==> config.mk <==
export PLATFORM = sky130hd
export DESIGN_NAME = mcycle_ctrl
export DESIGN_NICKNAME = d
export VERILOG_FILES = /design/src/rtl/mcycle_ctrl.sv
export SDC_FILE = /design/constraint.sdc
export NUM_CORES = 1
export LEC_CHECK = 0
export BUFFER_PORTS_ARGS = -buffer_cell sky130_fd_sc_hd__buf_4
export CAP_MARGIN = 20
export CORE_MARGIN = 2
export CORE_UTILIZATION = 35
export CTS_CLUSTER_DIAMETER = 120
export DETAILED_ROUTE_END_ITERATION = 6
export PLACE_DENSITY_LB_ADDON = 0.2
export SETUP_SLACK_MARGIN = 0.1
export SLEW_MARGIN = 20
export SYNTH_ARGS = -nofsm -noshare
export SYNTH_HDL_FRONTEND = slang
export SYNTH_SLANG_ARGS = --single-unit
==> constraint.sdc <==
create_clock -name clk -period 5.2 [get_ports clk]
set_input_delay 1.04 -clock clk [delete_from_list [all_inputs] [get_ports clk]]
set_output_delay 1.04 -clock clk [all_outputs]
set_load 0.02 [all_outputs]
==> src/rtl/mcycle_ctrl.sv <==
// Multicycle RISC-V control FSM: sequences fetch/decode/execute/memory/writeback.
// Latency: R/I/sw/jal 4 cycles, lw 5, beq 3; each mem_ready=0 cycle in FETCH/MEMREAD/MEMWRITE adds one.
// Backpressure: mem_ready=0 holds FETCH, MEMREAD and MEMWRITE (ignored when MEM_WAIT_EN=0).
// Ports: clk/reset (sync, active-high); op/funct3/zero/mem_ready in; datapath
// enables (IRwrite, PCwrite, AdrSrc, MemWrite, RegWrite), mux selects (ALUSrcA,
// ALUSrcB, ResultSrc, ALUOp, ImmSrc), illegal_op flag and debug state code out.
module mcycle_ctrl #(
    parameter int unsigned MEM_WAIT_EN = 1
) (
    input  logic       clk,
    input  logic       reset,
    input  logic [6:0] op,
    input  logic [2:0] funct3,
    input  logic       zero,
    input  logic       mem_ready,
    output logic       IRwrite,
    output logic       PCwrite,
    output logic       AdrSrc,
    output logic       MemWrite,
    output logic       RegWrite,
    output logic [1:0] ALUSrcA,
    output logic [1:0] ALUSrcB,
    output logic [1:0] ResultSrc,
    output logic [1:0] ALUOp,
    output logic [1:0] ImmSrc,
    output logic       illegal_op,
    output logic [3:0] state
);

    typedef enum logic [3:0] {
        S_FETCH    = 4'd0,
        S_DECODE   = 4'd1,
        S_MEMADR   = 4'd2,
        S_MEMREAD  = 4'd3,
        S_MEMWB    = 4'd4,
        S_MEMWRITE = 4'd5,
        S_EXECR    = 4'd6,
        S_ALUWB    = 4'd7,
        S_EXECI    = 4'd8,
        S_JAL      = 4'd9,
        S_BEQ      = 4'd10
    } state_t;

    localparam logic [6:0] OP_LOAD  = 7'b0000011;
    localparam logic [6:0] OP_STORE = 7'b0100011;
    localparam logic [6:0] OP_RTYPE = 7'b0110011;
    localparam logic [6:0] OP_ITYPE = 7'b0010011;
    localparam logic [6:0] OP_JAL   = 7'b1101111;
    localparam logic [6:0] OP_BR    = 7'b1100011;

    state_t state_q, state_d, cur_st;
    logic   mem_rdy;

    assign mem_rdy = (MEM_WAIT_EN == 0) ? 1'b1 : mem_ready;

    always_ff @(posedge clk) begin
        if (reset) state_q <= S_FETCH;
        else       state_q <= state_d;
    end

    always_comb begin
        // While reset is held the outputs look like FETCH, whatever state_q holds.
        cur_st     = reset ? S_FETCH : state_q;
        state_d    = S_FETCH;
        IRwrite    = 1'b0;
        PCwrite    = 1'b0;
        AdrSrc     = 1'b0;
        MemWrite   = 1'b0;
        RegWrite   = 1'b0;
        ALUSrcA    = 2'b00;
        ALUSrcB    = 2'b00;
        ResultSrc  = 2'b00;
        ALUOp      = 2'b00;
        illegal_op = 1'b0;
        case (cur_st)
            S_FETCH: begin
                ALUSrcB   = 2'b10;
                ResultSrc = 2'b10;
                IRwrite   = mem_rdy;
                PCwrite   = mem_rdy;
                state_d   = mem_rdy ? S_DECODE : S_FETCH;
            end
            S_DECODE: begin
                // oldPC + imm: branch target ready for BEQ.
                ALUSrcA = 2'b01;
                ALUSrcB = 2'b01;
                case (op)
                    OP_LOAD, OP_STORE: state_d = S_MEMADR;
                    OP_RTYPE:          state_d = S_EXECR;
                    OP_ITYPE:          state_d = S_EXECI;
                    OP_JAL:            state_d = S_JAL;
                    OP_BR:             state_d = S_BEQ;
                    default: begin
                        state_d    = S_FETCH;
                        illegal_op = 1'b1;
                    end
                endcase
            end
            S_MEMADR: begin
                ALUSrcA = 2'b10;
                ALUSrcB = 2'b01;
                state_d = (op == OP_LOAD) ? S_MEMREAD : S_MEMWRITE;
            end
            S_MEMREAD: begin
                AdrSrc  = 1'b1;
                state_d = mem_rdy ? S_MEMWB : S_MEMREAD;
            end
            S_MEMWB: begin
                ResultSrc = 2'b01;
                RegWrite  = 1'b1;
            end
            S_MEMWRITE: begin
                AdrSrc   = 1'b1;
                MemWrite = 1'b1;
                state_d  = mem_rdy ? S_FETCH : S_MEMWRITE;
            end
            S_EXECR: begin
                ALUSrcA = 2'b10;
                ALUOp   = 2'b10;
                state_d = S_ALUWB;
            end
            S_EXECI: begin
                ALUSrcA = 2'b10;
                ALUSrcB = 2'b01;
                ALUOp   = 2'b10;
                state_d = S_ALUWB;
            end
            S_ALUWB: begin
                RegWrite = 1'b1;
            end
            S_JAL: begin
                // PC <= branch target from DECODE, ALU computes oldPC+4 for rd.
                ALUSrcA = 2'b01;
                ALUSrcB = 2'b10;
                PCwrite = 1'b1;
                state_d = S_ALUWB;
            end
            S_BEQ: begin
                ALUSrcA = 2'b10;
                ALUOp   = 2'b01;
                case (funct3)
                    3'b000:  PCwrite = zero;
                    3'b001:  PCwrite = ~zero;
                    default: PCwrite = 1'b0;
                endcase
            end
            default: state_d = S_FETCH;
        endcase
    end

    always_comb begin
        case (op)
            OP_STORE: ImmSrc = 2'b01;
            OP_BR:    ImmSrc = 2'b10;
            OP_JAL:   ImmSrc = 2'b11;
            default:  ImmSrc = 2'b00;
        endcase
    end

    assign state = cur_st;

endmodule

# ---- Word-level counts from Yosys, hierarchy flattened
# Index checks and enable logic that the tools add are counted.
dict set report word_totals {
  reg_bits 4
  latchBits 0
  mem_bits_rw 0
  rom_bits 0
  inputBits 14
  output_inout_bits 20
  memories 0
}
dict set report classes {
  add_sub_neg 0
  n_mul 0
  div_mod_pow 0
  n_lt_le_gt_ge 0
  n_eq_ne 17
  shift 0
  n_mux 20
  n_bitwise 1
  reduce_logical 12
}
# op count
set op_table {}
lappend op_table {{4-bit one-hot mux with 6 select lines} 1}
lappend op_table {{4-bit one-hot mux with 5 select lines} 1}
lappend op_table {{4-bit by 3-bit equality test with 1-bit output, second input constant} 4}
lappend op_table {{2-bit one-hot mux with 2 select lines} 4}
lappend op_table {{7-bit by 6-bit equality test with 1-bit output, second input constant} 2}
lappend op_table {{7-bit equality test, second input constant} 2}
lappend op_table {{4-bit equality test, second input constant} 3}
lappend op_table {{2-bit OR reduction} 6}
lappend op_table {{3-bit two-way mux} 3}
lappend op_table {{4-bit by 2-bit equality test with 1-bit output, second input constant} 2}
lappend op_table {{7-bit by 2-bit equality test with 1-bit output, second input constant} 1}
lappend op_table {{7-bit by 5-bit equality test with 1-bit output, second input constant} 1}
lappend op_table {{1-bit two-way mux} 7}
lappend op_table {{2-bit one-hot mux with 3 select lines} 1}
lappend op_table {{3-bit OR reduction} 2}
lappend op_table {{6-bit OR reduction} 1}
lappend op_table {{4-bit by 1-bit equality test with 1-bit output, second input constant} 1}
lappend op_table {{4-bit zero test} 1}
lappend op_table {{4-bit two-way mux} 1}
lappend op_table {{4-bit OR reduction} 1}
lappend op_table {{3-bit by 1-bit equality test with 1-bit output, second input constant} 1}
lappend op_table {{3-bit zero test} 1}
lappend op_table {{1-bit one-hot mux with 3 select lines} 1}
lappend op_table {{1-bit one-hot mux with 2 select lines} 1}
lappend op_table {{1-bit inverter} 1}

# ---- Longest topological paths before layout
# Gate-level depths: netlist of run 1.
dict set report depth {
  word_depth 4
  depth_mapped 5
  ltp_nobuf 4
}

# ---- Worst setup path after synthesis of run 1
# No wires, ideal clock.
dict set report synth_path {
  kind {input port to output port}
  start {in reset}
  end {out illegal_op}
  arrival_ns 2.369
  t_required_ns 4.160
  slack_ns 1.791
  stages 5
  path_buffers 1
  cell_sequence {buf_6 -> or4b_4 -> inv_2 -> nand2_2 -> nor3_1}
}
dict set report synth_via {
  elab_chain_len 3
}
# element line_no
set synth_lines {}
lappend synth_lines {{start: declaration} 11} ;# input logic reset,
lappend synth_lines {{4-bit two-way mux} 63} ;# cur_st = reset ? S_FETCH : state_q;
lappend synth_lines {{4-bit by 1-bit equality test with 1-bit output} 75} ;# case (cur_st)
lappend synth_lines {{1-bit two-way mux} 75}
lappend synth_lines {{end: declaration} 26} ;# output logic illegal_op,
# No other way between the ends.

# ---- Worst setup path after layout of run 1
dict set report layout_path {
  start {in reset}
  end {out PCwrite}
}
dict set report layout_via {
  elab_chain_len 3
}
# element line_no
set layout_lines {}
lappend layout_lines {{4-bit two-way mux *} 63}
lappend layout_lines {{4-bit equality test or 4-bit zero test (tied branches)} 75}
lappend layout_lines {{1-bit one-hot mux with 3 select lines *} 75}
lappend layout_lines {{end: declaration} 17} ;# output logic PCwrite,
# Every way passes the cells marked *; elsewhere a longest branch is shown, timed or not.

==> results of run 1 <==
==> kinds of logic (layout without fill, tap and decap cells) <==
group | after synthesis | in the layout
buf+inv | 11 | 42
simple gates | 45 | 45
compound gates | 23 | 23
flops | 4 | 4
xor+xnor | 5 | 5
fa+ha+maj | 1 | 1
==> final cells by class <==
cell class,instances,area [um2]
flip-flops and latches,4,80.08
repair buffers,33,247.7
fillers,177,810.8
inverters,6,22.52
multi-input cells,74,493.0
clock buffers,3,22.52
well taps,25,31.28
==> final timing paths <==
kind | start | to
worst min register to register | state_q[3] | state_q[2]
worst max register to register | state_q[0] | state_q[2]
worst min-delay path | state_q[3] | state_q[2]
worst max-delay path | reset | PCwrite
==> Yosys cell counts (all sizes together) <==
| library cell | n |
|---|---|
| and4 | 1 |
| o22ai | 1 |
| nand4bb | 1 |
| a21oi | 7 |
| a21o | 3 |
| a211oi | 1 |
| dfxtp | 4 |
| o311a | 1 |
| nand4 | 2 |
| o2bb2ai | 1 |
| o311ai | 1 |
| nor2b | 4 |
| xor2 | 1 |
| buf | 4 |
| xnor2 | 4 |
| and4b | 1 |
| a32o | 1 |
| or4b | 2 |
| and3b | 1 |
| nor4 | 3 |
| o41ai | 1 |
| nand3b | 1 |
| nor3b | 1 |
| maj3 | 1 |
| inv | 6 |
| nor2 | 9 |
| clkbuf | 1 |
| nor3 | 5 |
| nand2b | 5 |
| o21ai | 5 |
| nand2 | 8 |
| a2bb2oi | 1 |
| and2 | 1 |
==> worst reg2reg max path, stage by stage (launching register included) <==
cell	delay, ns
dfxtp_1	0.62
or4b_4	0.55
o41ai_2	0.23
a2bb2oi_1	0.12
o22ai_2	0.15
==> metal layers <==
metal | part of all wire | wire length, um | vias to the layer above | GRT usage
met3 | 0.047 | 79 | 0 | 0.03529
met5 | 0 | 0 | - | 0
met4 | 0 | 0 | 0 | 0
li1 | - | - | 384 | -
met2 | 0.50 | 833 | 23 | 0.3139
met1 | 0.45 | 752 | 329 | 0.2070
==> where the power goes <==
part,internal (uW),switching [uW]
sequential,31.5,2.45
combinational,18.7,18.6
clock,25.8,11.7
total,75.9,32.8
==> metrics by stage <==
step | cells | area (um2)
3_5_place_dp | 142 | 874.6
4_1_cts | 145 | 897.1
3_3_place_gp | 142 | 874.6
5_1_grt | 145 | 897.1
6_report | 145 | 897.1
2_1_floorplan | 89 | 625.6
==> flow_metrics.tcl, run 1 <==
set metrics [dict create \
    clk_pin_slew_ns 0.04 \
    synthCells 89 \
    largest_reg_flops 4 \
    fin_ws_ns 1.833 \
    clk_latency_ns 0.23 \
    postCtsSetupBuffers 0 \
    layout_commonest_cell "buf_4" \
    die_w_um 46.28 \
    htree_levels 1 \
    port_buffers 33 \
    hpwl_um 1296 \
    critPathBufInv 2 \
    dr.pass1.iters 4 \
    yosysSeqAreaShare 0.1280 \
    start_util 0.3663 \
    synth_compound_area_frac 0.2760 \
    hold_depth 1 \
    cts_buffer_depth 2 \
    grt_pass1_vias 645 \
    yosysUniqueCellTypes 37 \
    vdd_ir_drop_max_uv 97.19 \
    netlist_area_um2 625.6 \
    cts_hold_buf 0 \
    rsz0062_at_grt "no" \
    synth-simple-area-share 0.4260 \
    slew_headroom 0.6311 \
    numCtsBuffers 3 \
    synth-xor-area-share 0.07000 \
    num_io_pins 34 \
    die_y_um 46.28 \
    drtIter0Drc 17 \
    mostFrequentLayoutCells "buf_4 (33), nor2_1 (9), nand2_1 (7), a21oi_1 (7)" \
    tightest_slew_ns 0.5526 \
    p_leak_uw 0.0004078 \
    diodes 0 \
    path_cells "buf_4, or4b_4, nor4_1, o21ai_0, nand2b_1, buf_4" \
    yosysWarnings 0 \
    track_usage 0.1681 \
    areaGrowthSynthToFinish_pct 43.40 \
    cpMaxStageDelayCell "or4b_4" \
    top_register "state_q" \
    setup_viol 0 \
    critical_path_class "in -> out" \
    synth_top_family_by_area "simple AND/OR/NAND/NOR gates" \
    drive_gt1_frac 0.3833 \
    num_rows 15 \
    grt_start_max_net_pins 18 \
    final.setup_skew_ns 0.002744 \
    fin_crit_sh 0.6475 \
    vias 736 \
    place_ws_ns 1.826 \
    yosys.area.top_type "dfxtp_1" \
    post-route-min-period_ns 3.367 \
    die_area_mm2 0.002141 \
    syn_nets 103 \
    drv_cap 0 \
    crit_family "simple AND/OR/NAND/NOR gates" \
    cp_slowest_stage_delay_ns 0.57 \
    synth_top_area_frac 0.1280 \
    globalplace.congestion 0.7668 \
    drv_slew 0 \
    core_area_mm2 0.001708 \
    synth-seq-cells 4 \
    cp.depth 6 \
    holdWs_ns 0.7198 \
    hold_path.class "reg -> reg" \
    power_uw 108.6 \
    clock-root-buffer "clkbuf_4" \
    ctsResizeCount 0 \
    synth_area_leaders "dfxtp_1 (13%), a21oi_1 (5.6%), xnor2_1 (5.6%)" \
    ant_nets 0 \
    cpMostUsedCell "buf_4" \
    synth_area_per_cell_um2 7.029 \
    grt_antenna_before_repair 0 \
    finalNetCount 136 \
    viasPerCell 5.076 \
    wl_um 1665 \
    drcViolationCount 0 \
    worst_ep_required_time_ns 4.16 \
    largestRegisters "state_q x4" \
    grt_pass1_wl_um 2684 \
    wl_per_cell_um 11.48 \
    synthMuxAreaShare 0 \
    critPathLaunchType "primary input" \
    numClockSinks 4 \
    finalSetupTns_ns 0 \
    regToRegSetupSlack_ns 3.47 \
    cts_tree "done" \
    crit_fanout 10 \
    fmax_ghz 0.2970 \
    arrival_ns 2.33 \
    finalHoldViolCount 0 \
    status "completed" \
    synthAdderAreaFrac 0.01600 \
    final_util 0.5253 \
    cellPowerDensity_mw_per_mm2 121.1 \
    rr_worst_depth 4 \
    setup.worst_path.end_class "output pin" \
    grt_remaining_overflow 0 \
]
No activity file was read; power rests on OpenSTA's default activity.
==> inputs of run 2 (changes only) <==
==> constraint.sdc (replaced) <==
create_clock -name clk -period 3.5 [get_ports clk]
set_input_delay 0.7 -clock clk [delete_from_list [all_inputs] [get_ports clk]]
set_output_delay 0.7 -clock clk [all_outputs]
set_load 0.02 [all_outputs]
==> flow_metrics.tcl, run 2 (same netlist as run 1, synthesis figures left out) <==
set metrics [dict create \
    fin_crit_sh 0.7682 \
    busiest_layer "met2" \
    r2r-start "state_q[0]" \
    crit_fanout 10 \
    clk_latency_ns 0.23 \
    placedCellCount 142 \
    pwr-share-seq 0.312 \
    clockPowerShare 0.345 \
    final_area_um2 897.1 \
    dr.pass1.iters 3 \
    setup.worst_path.end_class "output pin" \
    drtIter0Drc 10 \
    top_register "state_q" \
    grt_remaining_overflow 0 \
    finalHoldViolCount 0 \
    vdd_ir_drop_max_uv 149.8 \
    grt_pass1_wl_um 2649 \
    whs_endpoint "state_q[2]" \
    cpMaxStageDelayCell "or4b_4" \
    vias 732 \
    post-route-min-period_ns 2.689 \
    setup_viol 0 \
    rsz0062_at_grt "no" \
    cts_buffer_depth 2 \
    mostFrequentLayoutCells "buf_4 (33), nor2_1 (9), nand2_1 (7), a21oi_1 (7)" \
    grtUsageMet2 0.3083 \
    hold_depth 1 \
    num_rows 15 \
    cpMostUsedCell "buf_4" \
    tightest_slew_ns 0.5620 \
    wl_per_cell_um 11.63 \
    hold_start "state_q[3]" \
    ctsResizeCount 0 \
    track_usage 0.1688 \
    power.internal_uw 112.8 \
    largestRegisters "state_q x4" \
    largest_reg_flops 4 \
    areaGrowthSynthToFinish_pct 43.40 \
    clock-root-buffer "clkbuf_4" \
    start_util 0.3663 \
    grt_antenna_before_repair 0 \
    viasPerCell 5.048 \
    globalplace.congestion 0.7672 \
    grt_pass1_vias 644 \
    postCtsSetupBuffers 0 \
    p_leak_uw 0.0004078 \
    worst_ep_required_time_ns 2.80 \
    status "completed" \
    num_io_pins 34 \
    die_area_mm2 0.002141 \
    diodes 0 \
    numCtsBuffers 3 \
    slew_headroom 0.6248 \
    fillers 181 \
    critPathBufInv 2 \
    numClockSinks 4 \
    drv_slew 0 \
    power_frac_comb 0.342 \
    wl_um 1687 \
    critical_path_class "in -> out" \
    finalNetCount 136 \
    fin_cells 145 \
    drive_gt1_frac 0.3833 \
    cts_hold_buf 0 \
    r2r-end "state_q[2]" \
    p_sw_frac 0.3024 \
    die_y_um 46.28 \
    fmax_ghz 0.3719 \
    regToRegSetupSlack_ns 1.76 \
    rr_worst_depth 4 \
    htree_levels 1 \
    critPathLaunchType "primary input" \
    port_buffers 33 \
    cellPowerDensity_mw_per_mm2 180.2 \
    ant_nets 0 \
    p_sw_uw 48.87 \
    place_area_um2 874.6 \
    hold_path.class "reg -> reg" \
    finalSetupTns_ns 0 \
    clk_pin_slew_ns 0.04 \
    layout_commonest_cell "buf_4" \
    drcViolationCount 0 \
    final.setup_skew_ns 0.003108 \
    drv_cap 0 \
    path_cells "buf_4, or4b_4, nor4_1, o21ai_0, nand2b_1, buf_4" \
    cts_tree "done" \
    cp_slowest_stage_delay_ns 0.57 \
    crit_family "simple AND/OR/NAND/NOR gates" \
    met3_usage 0.03529 \
    die_w_um 46.28 \
    grt_start_max_net_pins 18 \
    core_area_mm2 0.001708 \
    hpwl_um 1298 \
    grt_use_met1 0.1995 \
    arrival_ns 1.99 \
]
run 2: cell counts in the layout (fill, tap and decap cells not counted):
Identical to the previous run, type by type.
run 2: power groups by stage:
stage	clock network, uW	registers [uW]	logic [uW]
after floorplan	0	48.4	32.7
after global placement	0	51.2	54.9
after detailed placement	0	51.0	55.4
after CTS	58.5	50.4	55.6
after global routing	62.3	50.9	60.4
final	55.8	50.4	55.3
run 2: worst max-delay path by stage:
stage / startpoint / to / slack (ns) / depth (start not counted)
6_report: reset / PCwrite / 0.81 / 6
5_1_grt: state_q[1] / PCwrite / 0.73 / 5
4_1_cts: reset / PCwrite / 0.81 / 6
3_5_place_dp: reset / PCwrite / 0.81 / 6
3_3_place_gp: reset / PCwrite / 0.84 / 6
2_1_floorplan: reset / illegal_op / 0.77 / 5
run 2: per-layer routing:
layer,part of all wire,wire [um],vias up
met5,0,0,-
met4,0,0,0
met3,0.044,75,0
li1,-,-,384
met2,0.49,829,21
met1,0.46,782,327
run 2: area by class of cell:
class	count	area, um2	area share
Clock buffer	3	22.52	0.02510
Inverter	6	22.52	0.02510
Multi-Input combinational cell	74	493.0	0.5495
Sequential cell	4	80.08	0.08926
Tap cell	25	31.28	0.03487
Timing Repair Buffer	33	247.7	0.2762
run 2: stage by stage:
step           hold slack [ns]  setup slack [ns]  power [uW]    util
2_1_floorplan           0.5993            0.7709       81.13       -
3_3_place_gp            0.7290            0.8385       106.0  0.5121
3_5_place_dp            0.7319            0.8094       106.5  0.5121
4_1_cts                 0.7321            0.8099       164.5  0.5253
5_1_grt                 0.7514            0.7263       173.6  0.5253
6_report                0.7250            0.8113       161.6  0.5253
